File: src/rtl/pixie_pkg.sv
// Shared types and defaults for the Pixie scan doubler: line buffer geometry and
// the per-pixel entry stored in the line RAM.
package pixie_pkg;

  localparam int unsigned ADDR_W_DEFAULT = 9;
  localparam int unsigned DEPTH_DEFAULT  = 1 << ADDR_W_DEFAULT;

  typedef struct packed {
    logic hblank;
    logic video;
  } entry_t;

endpackage

File: src/rtl/pixie_scandoubler_if.sv
// Pixel-rate input timing from the back end and doubled-rate video toward the display.
interface pixie_scandoubler_if;
  logic ce_pix;
  logic video_in;
  logic hsync_in;
  logic vsync_in;
  logic hblank_in;
  logic vblank_in;
  logic video_out;
  logic hsync_out;
  logic vsync_out;
  logic hblank_out;
  logic vblank_out;
  logic de_out;

  modport master (
    output ce_pix, video_in, hsync_in, vsync_in, hblank_in, vblank_in,
    input  video_out, hsync_out, vsync_out, hblank_out, vblank_out, de_out
  );

  modport slave (
    input  ce_pix, video_in, hsync_in, vsync_in, hblank_in, vblank_in,
    output video_out, hsync_out, vsync_out, hblank_out, vblank_out, de_out
  );
endinterface

File: src/rtl/pixie_sd_line_ram.sv
// Ping-pong line buffer: two banks of DEPTH entries, one write port and one
// registered read port returning the old word on a same-address collision.
module pixie_sd_line_ram
  import pixie_pkg::*;
#(
  parameter int unsigned ADDR_W = ADDR_W_DEFAULT
) (
  input  logic              clk,
  input  logic              we,
  input  logic              wr_bank,
  input  logic [ADDR_W-1:0] wr_addr,
  input  entry_t            wr_data,
  input  logic              rd_bank,
  input  logic [ADDR_W-1:0] rd_addr,
  output entry_t            rd_data
);
  localparam int unsigned Words = 2 << ADDR_W;

  entry_t mem [Words];

  always_ff @(posedge clk) begin
    if (we) begin
      mem[{wr_bank, wr_addr}] <= wr_data;
    end
    rd_data <= mem[{rd_bank, rd_addr}];
  end
endmodule

File: src/rtl/pixie_scandoubler.sv
// Line doubler: buffers each pixel-rate input line and replays it twice at full clock
// rate, regenerating sync and blanking from the measured input line timing.
module pixie_scandoubler
  import pixie_pkg::*;
#(
  parameter int unsigned ADDR_W = ADDR_W_DEFAULT
) (
  input logic                clk,
  input logic                reset,
  pixie_scandoubler_if.slave vid
);
  localparam logic [ADDR_W:0] LenOne = {{ADDR_W{1'b0}}, 1'b1};

  logic              hs_prev, vs_s, vb_s;
  logic              wr_bank, seen_rise, line_valid;
  logic              out_valid, hsync_q, vsync_q, vblank_q;
  logic [ADDR_W:0]   in_x, line_len, hs_cnt, hs_len;
  logic [ADDR_W:0]   eff_len, out_x_inc;
  logic [ADDR_W-1:0] out_x, out_x_d, wr_addr;
  logic              hs_rise, wr_sel, hblank_o;
  entry_t            wr_data, rd_data;

  always_comb begin
    hs_rise   = vid.ce_pix & vid.hsync_in & ~hs_prev;
    wr_sel    = hs_rise ? ~wr_bank : wr_bank;
    // in_x counts ticks up to DEPTH; the address sticks at the last entry
    wr_addr   = hs_rise ? '0 : (in_x[ADDR_W] ? '1 : in_x[ADDR_W-1:0]);
    wr_data   = {vid.hblank_in, vid.video_in};
    eff_len   = (line_len == '0) ? LenOne : line_len;
    out_x_inc = {1'b0, out_x} + LenOne;
    out_x_d   = (hs_rise || (out_x_inc >= eff_len)) ? '0 : out_x_inc[ADDR_W-1:0];
  end

  pixie_sd_line_ram #(
    .ADDR_W (ADDR_W)
  ) u_line_ram (
    .clk     (clk),
    .we      (vid.ce_pix),
    .wr_bank (wr_sel),
    .wr_addr (wr_addr),
    .wr_data (wr_data),
    .rd_bank (~wr_bank),
    .rd_addr (out_x),
    .rd_data (rd_data)
  );

  always_ff @(posedge clk or posedge reset) begin
    if (reset) begin
      hs_prev    <= 1'b0;
      vs_s       <= 1'b0;
      vb_s       <= 1'b0;
      in_x       <= '0;
      wr_bank    <= 1'b0;
      line_len   <= '0;
      hs_cnt     <= '0;
      hs_len     <= '0;
      seen_rise  <= 1'b0;
      line_valid <= 1'b0;
    end else if (vid.ce_pix) begin
      hs_prev <= vid.hsync_in;
      vs_s    <= vid.vsync_in;
      vb_s    <= vid.vblank_in;
      if (hs_rise) begin
        wr_bank   <= ~wr_bank;
        line_len  <= in_x;
        in_x      <= LenOne;
        hs_cnt    <= LenOne;
        seen_rise <= 1'b1;
        if (seen_rise) begin
          line_valid <= 1'b1;
        end
      end else begin
        if (!in_x[ADDR_W]) begin
          in_x <= in_x + LenOne;
        end
        if (vid.hsync_in && hs_prev && !hs_cnt[ADDR_W]) begin
          hs_cnt <= hs_cnt + LenOne;
        end
        if (!vid.hsync_in && hs_prev) begin
          hs_len <= hs_cnt;
        end
      end
    end
  end

  // Output registers line up with the RAM read data, one clock after out_x.
  always_ff @(posedge clk or posedge reset) begin
    if (reset) begin
      out_x     <= '0;
      out_valid <= 1'b0;
      hsync_q   <= 1'b0;
      vsync_q   <= 1'b0;
      vblank_q  <= 1'b1;
    end else begin
      out_x     <= out_x_d;
      out_valid <= line_valid;
      hsync_q   <= line_valid & ({1'b0, out_x} < hs_len);
      if (out_x == '0) begin
        vsync_q  <= line_valid & vs_s;
        vblank_q <= ~line_valid | vb_s;
      end
    end
  end

  assign hblank_o       = rd_data.hblank | ~out_valid;
  assign vid.video_out  = rd_data.video & out_valid;
  assign vid.hblank_out = hblank_o;
  assign vid.hsync_out  = hsync_q;
  assign vid.vsync_out  = vsync_q;
  assign vid.vblank_out = vblank_q;
  assign vid.de_out     = ~hblank_o & ~vblank_q & out_valid;
endmodule
File: src/flat_wrapper.sv
// flat-port wrapper written by rule: the top's interface ports become plain ports
module pixie_scandoubler_flat import pixie_pkg::*;
#(
  parameter int unsigned ADDR_W = ADDR_W_DEFAULT
)
  (clk, reset, vid_ce_pix, vid_video_in, vid_hsync_in, vid_vsync_in, vid_hblank_in, vid_vblank_in, vid_video_out, vid_hsync_out, vid_vsync_out, vid_hblank_out, vid_vblank_out, vid_de_out);
  pixie_scandoubler_if vid_i ();
  input logic clk;
  input logic reset;
  input wire logic [$bits(vid_i.ce_pix)-1:0] vid_ce_pix;
  input wire logic [$bits(vid_i.video_in)-1:0] vid_video_in;
  input wire logic [$bits(vid_i.hsync_in)-1:0] vid_hsync_in;
  input wire logic [$bits(vid_i.vsync_in)-1:0] vid_vsync_in;
  input wire logic [$bits(vid_i.hblank_in)-1:0] vid_hblank_in;
  input wire logic [$bits(vid_i.vblank_in)-1:0] vid_vblank_in;
  output wire logic [$bits(vid_i.video_out)-1:0] vid_video_out;
  output wire logic [$bits(vid_i.hsync_out)-1:0] vid_hsync_out;
  output wire logic [$bits(vid_i.vsync_out)-1:0] vid_vsync_out;
  output wire logic [$bits(vid_i.hblank_out)-1:0] vid_hblank_out;
  output wire logic [$bits(vid_i.vblank_out)-1:0] vid_vblank_out;
  output wire logic [$bits(vid_i.de_out)-1:0] vid_de_out;
  assign vid_i.ce_pix = vid_ce_pix;
  assign vid_i.video_in = vid_video_in;
  assign vid_i.hsync_in = vid_hsync_in;
  assign vid_i.vsync_in = vid_vsync_in;
  assign vid_i.hblank_in = vid_hblank_in;
  assign vid_i.vblank_in = vid_vblank_in;
  assign vid_video_out = vid_i.video_out;
  assign vid_hsync_out = vid_i.hsync_out;
  assign vid_vsync_out = vid_i.vsync_out;
  assign vid_hblank_out = vid_i.hblank_out;
  assign vid_vblank_out = vid_i.vblank_out;
  assign vid_de_out = vid_i.de_out;
  pixie_scandoubler #(.ADDR_W(ADDR_W)) u_core (.clk(clk), .reset(reset), .vid(vid_i));
endmodule
File: config.mk
export PLATFORM = sky130hd
export DESIGN_NAME = pixie_scandoubler_flat
export DESIGN_NICKNAME = d
export VERILOG_FILES = /design/src/rtl/pixie_pkg.sv /design/src/rtl/pixie_scandoubler_if.sv /design/src/rtl/pixie_sd_line_ram.sv /design/src/rtl/pixie_scandoubler.sv /design/src/flat_wrapper.sv
export SDC_FILE = /design/constraint.sdc
export NUM_CORES = 2
export LEC_CHECK = 0
export BUFFER_PORTS_ARGS = -buffer_cell sky130_fd_sc_hd__buf_4
export CORE_ASPECT_RATIO = 1.4
export CORE_UTILIZATION = 30
export DETAILED_ROUTE_END_ITERATION = 6
export PLACE_DENSITY = 0.55
export SYNTH_ARGS = -nofsm -noshare
export SYNTH_HDL_FRONTEND = slang
export SYNTH_SLANG_ARGS = --single-unit
export TNS_END_PERCENT = 50
File: constraint.sdc
create_clock -name clk -period 6.2 [get_ports clk]
set_clock_uncertainty 0.1 [all_clocks]
set_input_delay 0 -clock clk [delete_from_list [all_inputs] [get_ports clk]]
set_output_delay 0 -clock clk [all_outputs]
set_load 0.1 [all_outputs]
### Yosys cells after proc, flatten, opt, wreduce, memory -nomap -nowiden

Memories as Yosys holds them, arrays and structs flattened. A register that Yosys moved wholly into a read port is not among the register bits.
Cells that the tools add are included.

| storage, ports and cells | value |
|---|---|
| register bits | 59 |
| bits in writable memories | 2,048 |
| output and inout port bits | 6 |
| logic and storage cells | 64 |
| memories kept | 1 |

Memory list:

| memory | words | bits a word | read ports | clocked after Yosys merged registers in | wr ports | RTL line | RTL |
|---|---|---|---|---|---|---|---|
| u_core.u_line_ram.mem | 1,024 | 2 | 1 | 1 | 1 | pixie_sd_line_ram.sv:19 | `entry_t mem [Words];` |

| cells by class | value |
|---|---|
| add/sub/neg operators | 3 |
| $lt $le $gt $ge | 2 |
| equal/unequal tests | 1 |
| multiplexer cells | 11 |
| bitwise gates (word level) | 16 |
| reduce and logical (&&, ||, !) cells | 14 |

Operator list:

| cell | count |
|---|---|
| $mux 10 | 5 |
| $mux 9 | 3 |
| $add 10x1->10 const B | 2 |
| $add 9x1->10 const B | 1 |
| $ge 10x10->1 | 1 |
| $logic_not 10->1 | 1 |
| $lt 9x10->1 | 1 |
| $logic_not 9->1 | 1 |
| $and 1x1->1 | 7 |
| $not 1->1 | 7 |
| $reduce_and 2->1 | 3 |
| $reduce_and 3->1 | 2 |
| $logic_and 1x1->1 | 3 |
| $mux 1 | 3 |
| $logic_not 1->1 | 2 |
| $ne 2x2->1 const B | 1 |
| $or 1x1->1 | 2 |
| $reduce_bool 2->1 | 1 |
| $logic_or 1x1->1 | 1 |

### Depth between registers and ports, before layout

| logic depth | value |
|---|---|
| depth after elaboration | 5 |
| mapped depth | 18 |

### Modules after synthesis

A second synthesis with hierarchy kept.

| second synthesis, totals | value |
|---|---|
| cell total of the unflattened synthesis | 5,114 |
| area total of the unflattened synthesis | 86,845.8 um^2 |

By module, submodules not included:

| module | instances | cells each | area an instance (um^2) | sequential area each (um^2) |
|---|---|---|---|---|
| pixie_sd_line_ram | 1 | 4,793 | 83,757.8 | 61,539.0 |
| pixie_scandoubler | 1 | 321 | 3,088.0 | 1,477.7 |

### Worst setup path before layout

Ideal clock, no wire load.

| timing path | value |
|---|---|
| path type | register to register |
| start point | register u_core.out_x[0] |
| end point | register u_core.out_x[0] |
| library setup time | 96 ps |
| data arrival time | 3,602 ps |
| required time | 6,004 ps |
| slack | 2,401 ps |
| stages on the path, launching flop included | 19 |
| buffers on the path | 8 |
| period minus slack after synthesis | 3,799 ps |
| path through | dfrtp_1 buf_6 buf_8 buf_8 buf_6 buf_6 buf_6 buf_2 inv_1 ha_1 ha_1 a21o_1 a21o_1 a21o_1 a21o_1 a21o_1 a21o_1 clkbuf_1 a211oi_1 |

| between the ends | value |
|---|---|
| cells in the longest elaborated chain, start to end | 4 |

Ends and longest elaborated chain:

| element | RTL line | RTL |
|---|---|---|
| start: declaration | pixie_scandoubler.sv:19 | `logic [ADDR_W-1:0] out_x, out_x_d, wr_addr;` |
| start signal: assignment | pixie_scandoubler.sv:95 | `out_x <= out_x_d;` |
| $add 9x1->10 (*) | pixie_scandoubler.sv:30 | `out_x_inc = {1'b0, out_x} + LenOne;` |
| $ge 10x10->1 | pixie_scandoubler.sv:31 | `out_x_d = (hs_rise \|\| (out_x_inc >= eff_len)) ? '0 : out_x_inc[ADDR_W-1:0];` |
| $logic_or 1x1->1 | pixie_scandoubler.sv:31 |  |
| $mux 9 (*) | pixie_scandoubler.sv:31 |  |
| net u_core.out_x_d[0] | pixie_scandoubler.sv:19 |  |

Mark *: on every way through the listed nets, which the timed path passes. The rest lies on a longest branch.
A chain may end at the register's enable or synchronous reset.

==> out/qor.csv <==
metric,value,unit
port_buffers,13,
ys_ff_latch,2109,
fin_cells,8771,
area_growth,12.3,%
yosysTopAreaCell,edfxtp_1,
fin_crit_sh,79.8,%
path_clk_slew,0.07,ns
final_cell_mix,"2048 x edfxtp_1, 1076 x nor2_1, 511 x mux4_2",
relSlewSlack,5.34,%
fill_cells,27016,
synth_edf_count,2048,
ant_nets,0,
p_per_area,362,nW/um^2
gp_congestion,0.815,
hold_viol,0,
setup_viol,0,
fin_crit,4.95,ns
vias_per_cell,5.21,
p_comb_share,22.1,%
p_sw,0.00971,W
drt-total-wl,249000,um
row_count,232,
dpl_cell_area,91200,um^2
final_common_cell,edfxtp_1,
leakagePower,29.1,nW
power.share.switching,27.7,%
synth_fp_nets,4939,
status,completed,
dp_hpwl,140000,um
grt-ovfl-total,0,
fmax,0.202,GHz
io_pins,14,
drc,0,
worstHoldPathType,in2reg,
root_buffer,clkbuf_16,
nNetsFinal,4919,
crit_type,reg2reg,
dpl_worst_slack,1.23,ns
start_util,30.2,%
wire_per_inst,28.4,um
netlist_area,86400,um^2
finalWorstSetupSlack,1.25,ns
synth_top_area_share,71.1,%
clk_path_buf_depth,4,
yosysSeqAreaShare,72.9,%
worst_pin_slew,1.38,ns
slew_viol_final,0,
maxCapViolations,0,
htree_num_levels,4,
avgSynthCellArea,17.6,um^2
async_flop_share,2.80,%
synth_cells,4909,
die_area,290000,um^2
rsz0062_at_grt,false,
synth_area_leaders,"edfxtp_1 71%, mux4_2 13%, nor2_1 4.7%, mux2i_1 1.7%, dfrtp_1 1.7%",
synth_flop_cell,edfxtp_1,
cts_tree,done,
cp.arrival,5.58,ns
die_y,637,um
post-cts-setup-buffers,0,
post_cts_resized,0,
peakVddDrop,0.237,mV
clock_sinks,2109,
cts_hold_buf,14,
core,286000,um^2
dp_cells,8425,
gr-usage-all-layers,16.9,%
power_frac_seq,45.6,%
final_cell_area,97100,um^2
drive_gt1_share,20.2,%
end_kind,flop,
antenna_found_initial,7,
startpoint_type,flop,
drt_pass1_iterations,5,
die_w,456,um
numCtsBuffers,192,
ys_types,72,
hold_slack,0.119,ns
p_int,0.0254,W
grt_pass1_vias,47602,
worstSkewPairLatency,0.87,ns
vias,45662,
yosys_warnings,0,
power_frac_clock,32.2,%
required,6.83,ns
drt_iter0_drc,4796,
cp_max_fo,41,
grt_pass1_wl,352000,um
grt_max_degree,205,
-- synth_stat cells (15+ instances only) --
cell and count:
a211oi_1 18, a21oi_1 45, a221oi_1 34, a22oi_1 45
buf_1 59, buf_2 41, buf_4 20, buf_6 29
clkbuf_1 239, dfrtp_1 58, edfxtp_1 2048, ha_1 22
inv_1 31, mux2_2 18, mux2i_1 148, mux4_2 511
nand2_1 146, nand2b_1 16, nand3_1 19, nand4_1 15
nor2_1 1081, nor3_1 24, o21ai_0 46, xor2_1 15
-- stage by stage --
stage,utilization (%),power [W],TNS [ns]
after floorplan,-,0.0217,0
after global placement,31.9,0.0242,-0.891
after detailed placement,31.9,0.0242,0
after CTS,33.9,0.0354,0
after global routing,33.9,0.0362,0
final,33.9,0.0351,0
-- metal layers --
| layer | GRT usage [%] | vias to the layer above | share of wire, % |
|---|---|---|---|
| met5 | 0 | - | 0 |
| met4 | 7.20 | 0 | 4.5 |
| met3 | 2.05 | 432 | 5.0 |
| met2 | 30.3 | 1527 | 52 |
| met1 | 20.3 | 24589 | 38 |
| li1 | - | 19114 | - |
-- state kept, by name, summed over array words and instances, names as in the netlist --
name and cells:
u_core.vb_s 1, u_core.seen_rise 1, u_core.vid.vsync_out 1, u_core.out_valid 1, u_core.hs_prev 1, u_core.line_valid 1, u_core.u_line_ram.rd_data 2, u_core.line_len 10
u_core.vid.vblank_out 1, u_core.hs_cnt 10, u_core.out_x 9, u_core.hs_len 10, u_core.vs_s 1, u_core.vid.hsync_out 1, u_core.u_line_ram.mem 2048, u_core.in_x 10
u_core.wr_bank 1
-- worst max-delay path, cell delays in order, from the launching register on --
cell       delay, ns
dfrtp_4         1.07
buf_12          0.32
buf_12          0.33
mux4_2          0.56
mux4_2          0.50
mux2_2          0.39
a2111oi_0       0.48
nor2_1          0.08
a32oi_1         0.71
o22ai_1         0.16
-- worst paths after layout --
| path | start | end | slack [ns] | cells after the start |
|---|---|---|---|---|
| max in group asynchronous | reset | u_core.out_x[2] | 4.94 | 5 |
| worst max-delay path | u_core.out_x[0] | u_core.u_line_ram.rd_data[1] | 1.25 | 9 |
| worst min-delay path | vid_hsync_in | u_core.hs_cnt[7] | 0.12 | 5 |
| min in group asynchronous | reset | u_core.seen_rise | 0.44 | 5 |
| worst max register to register | u_core.out_x[0] | u_core.u_line_ram.rd_data[1] | 1.25 | 9 |
| worst min register to register | u_core.seen_rise | u_core.seen_rise | 0.37 | 1 |
-- cell families after synthesis --
family / share of synthesized area [%]
and+or+nand+nor: 6.22
AOI/OAI and AO/OA: 2.33
buffers and inverters: 2.36
muxes: 15.7
xor gates and xnor gates: 0.223
adders and majority gates: 0.318
DFF: 72.9
-- area by class of cell --
cell class	instances	area, um^2	share of cell area (%)
well taps	3744	4680	4.83
multi-input cells	2370	21700	22.4
repair buffers	182	1720	1.77
clock inverters	92	662	0.682
clock buffers	238	5080	5.24
flip-flops and latches	2109	63000	64.9
diodes	2	5.00	0.00516
inverters	34	133	0.137
-- power groups by stage --
stage | registers (W) | clock network, W | logic (W)
4_1_cts | 0.0160 | 0.0115 | 0.00790
3_3_place_gp | 0.0163 | 0 | 0.00784
3_5_place_dp | 0.0163 | 0 | 0.00787
5_1_grt | 0.0160 | 0.0120 | 0.00818
6_report | 0.0160 | 0.0113 | 0.00777
2_1_floorplan | 0.0161 | 0 | 0.00559
Note: power is estimated with default switching activity, not from simulation.
